### config.mk
export PLATFORM = sky130hd
export DESIGN_NAME = fetch_unit
export DESIGN_NICKNAME = d
export VERILOG_FILES = /design/src/rtl/fetch_unit.sv
export SDC_FILE = /design/constraint.sdc
export NUM_CORES = 1
export LEC_CHECK = 0
export ABC_AREA = 0
export CORE_AREA = 3 3 155 112
export CTS_CLUSTER_SIZE = 8
export DETAILED_ROUTE_END_ITERATION = 8
export DIE_AREA = 0 0 158 115
export PLACE_DENSITY_LB_ADDON = 0.12
export SLEW_MARGIN = 30
export SYNTH_ARGS = -nofsm -noshare
export SYNTH_HDL_FRONTEND = slang
export SYNTH_SLANG_ARGS = --single-unit
### constraint.sdc
create_clock -name clk -period 3.9 [get_ports clk]
set_clock_uncertainty 0.15 [all_clocks]
set_input_delay 0.585 -clock clk [delete_from_list [all_inputs] [get_ports clk]]
set_output_delay 0.585 -clock clk [all_outputs]
set_load 0.005 [all_outputs]
### src/rtl/fetch_unit.sv
// Instruction fetch stage feeding controlUnit.
// Holds the PC, fetches one word at a time over a req/ready + rvalid handshake,
// latches it into the instruction register and selects the next PC on retire.
module fetch_unit #(
    parameter logic [31:0] RESET_PC  = 32'h0000_0000,
    parameter logic [31:0] NOP_INSTR = 32'h0000_0013
) (
    input  logic        clk,
    input  logic        rst,
    output logic        imem_req,
    output logic [31:0] imem_addr,
    input  logic        imem_ready,
    input  logic        imem_rvalid,
    input  logic [31:0] imem_rdata,
    input  logic        exec_done,
    input  logic        PCSrc,
    input  logic [31:0] ImmOp,
    output logic [31:0] instr,
    output logic [6:0]  op,
    output logic [2:0]  funct3,
    output logic        funct7_5,
    output logic [31:0] pc,
    output logic [31:0] pc_plus4,
    output logic        instr_valid,
    output logic        misaligned
);

    localparam logic [2:0] IDLE  = 3'd0;
    localparam logic [2:0] REQ   = 3'd1;
    localparam logic [2:0] WAIT  = 3'd2;
    localparam logic [2:0] VALID = 3'd3;
    localparam logic [2:0] HALT  = 3'd4;

    logic [2:0]  state_q, state_d;
    logic [31:0] pc_q, pc_d;
    logic [31:0] instr_q, instr_d;
    logic        mis_q, mis_d;
    logic [31:0] next_pc;

    // Next-state logic: handshake sequencing and next-PC selection on retire
    always_comb begin
        state_d = state_q;
        pc_d    = pc_q;
        instr_d = instr_q;
        mis_d   = mis_q;
        next_pc = PCSrc ? (pc_q + ImmOp) : (pc_q + 32'd4);
        case (state_q)
            IDLE: state_d = REQ;
            REQ: begin
                if (imem_ready) begin
                    state_d = WAIT;
                end
            end
            WAIT: begin
                if (imem_rvalid) begin
                    instr_d = imem_rdata;
                    state_d = VALID;
                end
            end
            VALID: begin
                if (exec_done) begin
                    if (next_pc[1:0] != 2'b00) begin
                        // Unaligned target: keep the PC of the offending instruction
                        state_d = HALT;
                        mis_d   = 1'b1;
                    end else begin
                        pc_d    = next_pc;
                        state_d = REQ;
                    end
                end
            end
            HALT: state_d = HALT;
            default: state_d = IDLE;
        endcase
    end

    // State registers with asynchronous reset
    always_ff @(posedge clk or posedge rst) begin
        if (rst) begin
            state_q <= IDLE;
            pc_q    <= RESET_PC;
            instr_q <= NOP_INSTR;
            mis_q   <= 1'b0;
        end else begin
            state_q <= state_d;
            pc_q    <= pc_d;
            instr_q <= instr_d;
            mis_q   <= mis_d;
        end
    end

    // Outputs: handshake decoded from state, fields sliced from the instruction register
    always_comb begin
        imem_req    = (state_q == REQ);
        imem_addr   = (state_q == REQ) ? pc_q : '0;
        instr_valid = (state_q == VALID);
        misaligned  = mis_q;
        instr       = instr_q;
        op          = instr_q[6:0];
        funct3      = instr_q[14:12];
        funct7_5    = instr_q[30];
        pc          = pc_q;
        pc_plus4    = pc_q + 32'd4;
    end

endmodule

==> results.md <==
- Status: completed
- Most used cell, CP: and3_1
- Xor/xnor share of the synthesized area: 7.77%
- Area contributors post-synth: dfrtp_1, ha_1, mux2_2
- Die width: 158 um
- Worst Setup Path Type: reg2out
- Period minus WS final: 3760 ps
- Total track usage: 20.7%
- First-pass GRT wire length: 29.4 mm
- Root Buffer: clkbuf_16
- Syn_nets: 737
- Core ar.: 0.0161 mm^2
- Top cell type's share of synthesized area: 29.5%
- GR Overflow Total: 0
- Post-synthesis register bit count: 68
- Final RePlAce weighted congestion: 0.921
- Initial antenna violation count: 0
- Dpl cells: 1026
- Worst-Skew Late Latency: 350 ps
- Largest net degree at the start of global routing: 48
- Placed Area: 0.00785 mm^2
- FILL cells: 1511
- Setup Fix Bufs, Post-CTS: 0
- Startpoint types: register
- TritonCTS clock tree: done
- CP bufs+invs: 2
- Fmax: 266 MHz
- Max_cap viols: 0
- Adder-cell share of the synthesized area: 7.61%
- P_leak: 3.39 nW
- H-tree depth: 3
- Die Footprint: 0.0182 mm^2
- Power density over cell area: 770 mW/mm^2
- Max incr delay on CP: 520 ps
- Critical path, cell by cell: nand4_1 > nor3_4 > and3_1 > buf_4 > and3_1 > xor2_1 > clkdlybuf4s50_1
- Main combinational cell family by area after synthesis: compound AO/OA/AOI/OAI gates
- I/O pins: 212
- WL/cell: 18.6 um
- Rows: 39
- Maximum buffer depth of the clock tree: 2
- Register area share after synthesis: 30.9%
- Residual DRC count: 0
- CP max-delay cell: clkdlybuf4s50_1
- Reg clk slew, reported paths: 70 ps
- Crit path required time: 3160 ps
- TritonCTS Sinks: 68
- Avg Cell Area, Syn: 8.71 um^2
- Leading area contributor after synthesis: dfrtp_1
- Max_slew headroom: 56.0%
- Count leader, synth: dfrtp_1
- Synth Area in Simple Gates: 20.1%
- Final ANT Viol Nets: 0
- Ys async rst share: 100%
- CP delay by family, top: simple AND/OR/NAND/NOR gates
- Final setup viols: 0
- Setup crit end kind: output port
- List of most frequent post-synthesis cells: dfrtp_1, a21oi_1, nand2_1, and2_1, o21ai_0
- Hold Violations, Final: 0
- Final worst-path cycle share: 96.3%
- Compound-Gate Fraction of Synth Area: 20.6%
- Vias in the first global route: 5315
- Slew @ Worst Pin: 659 ps
- Worst VDD drop: 287 uV
- Hold Path Class: reg2reg
- Die height: 115 um
- Share of cells above drive strength 1: 11.0%
- Ys Warns: 0
- Number of vias per cell: 5.34
- Mapped Cells: 634
- Initial DRC Count: 395
- Final Slew Violations: 0
- Post-synth EDFFs: 0
- Critical Path Fanout Max: 8
- Diode count: 0
- Post-synthesis mux area share: 7.91%
- Netlist cell types: 65
- Post-Syn Area: 0.00552 mm^2
- Dpl hpwl: 14.8 mm
- Router iterations before antenna repair: 4
- Synth Flop Type: dfrtp_1
- DRT Wirelength: 19.4 mm
- Post-route cell area: 0.00817 mm^2
- Nets: 935
- DR vias: 5569
- # port buffers: 211
- CP arrival: 3020 ps
- Final cell count without fillers: 1042
- Initial Util: 34.4%
- Area Growth Syn to Fin: 48.0%
- TritonCTS Buffers: 9
## sequential cells by signal, indices dropped and copies added, names as in the netlist
| name | count |
|---|---|
| misaligned | 1 |
| instr | 32 |
| state_q | 3 |
| pc | 32 |
## stage by stage
step / total power, mW / TNS [ps] / hold slack (ps) / utilization [%] / setup WS (ps)
after floorplan: 3.42 / 0 / 318 / - / 855
after global placement: 5.38 / 0 / 319 / 48.9 / 167
after CTS: 6.31 / 0 / 337 / 50.8 / 7.91
final: 6.29 / 0 / 326 / 50.9 / 142
after detailed placement: 5.42 / 0 / 320 / 48.9 / 148
after global routing: 6.77 / -4.45 / 345 / 50.9 / -4.45
## layer usage
metal,share of wire (%),GRT usage (%),up-vias
li1,-,-,2699
met1,49,30.9,2645
met2,43,31.2,210
met3,6.2,3.76,15
met4,1.2,4.81,0
met5,0,0,-
## power breakdown
part | total [mW] | internal (mW) | leakage [nW] | switching, mW
combinational | 4.00 | 2.24 | 2.42 | 1.76
clock | 0.859 | 0.518 | 0.153 | 0.341
sequential | 1.43 | 1.04 | 0.816 | 0.392
## final timing paths
path,startpoint,to,slack [ps],cells after the start
max in group asynchronous,rst,instr[1]$_DFFE_PP1P_,2370,3
max,pc[8]$_DFFE_PP0P_,pc_plus4[21],140,7
max reg2reg,pc[0]$_DFFE_PP0P_,pc[14]$_DFFE_PP0P_,670,10
min in group asynchronous,rst,pc[29]$_DFFE_PP0P_,410,2
min,misaligned$_DFFE_PP0P_,misaligned$_DFFE_PP0P_,330,1
min reg2reg,misaligned$_DFFE_PP0P_,misaligned$_DFFE_PP0P_,330,1
## cell type report
cell class / count / area, um^2 / area share, %
repair buffers: 235 / 2300 / 28.2
inverters: 11 / 41.3 / 0.505
multi-input cells: 507 / 3560 / 43.5
flip-flops and latches: 68 / 1710 / 20.9
well taps: 205 / 256 / 3.14
clock buffers: 10 / 239 / 2.92
clock inverters: 6 / 70.1 / 0.857
## cell usage in the layout, fill, tap and decap left out, drive strengths merged, types with 7 or more instances in the layout
master | netlist | routed
clkdlybuf4s50 | 0 | 211
dfrtp | 65 | 65
a21oi | 51 | 51
o21ai | 45 | 45
nand2 | 44 | 44
and2 | 39 | 39
nor2 | 38 | 38
mux2 | 34 | 34
ha | 32 | 32
xnor2 | 30 | 30
buf | 26 | 24
xor2 | 19 | 19
nor3 | 19 | 19
and3 | 17 | 17
nand3 | 16 | 16
inv | 11 | 13
a21o | 12 | 12
clkbuf | 22 | 10
a31oi | 9 | 9
nand4 | 8 | 8
o21bai | 7 | 7
## cell families (layout without fill, tap and decap cells)
family / count (synthesis) / in the layout
AND/OR/NAND/NOR: 211 / 211
AO/OA/AOI/OAI: 175 / 175
flip-flops: 68 / 68
buffers and inverters: 59 / 262
XOR/XNOR: 49 / 49
multiplexers: 39 / 39
adder cells (fa/ha/maj): 33 / 33
## what timing repair did
| item | 4_1_cts | 5_1_grt |
|---|---|---|
| endpoints found under the setup margin | 0 | 4 |
| hold buffers | 0 | 0 |
| resized for setup | 0 | 3 |
(Power assumes the default switching activity.)
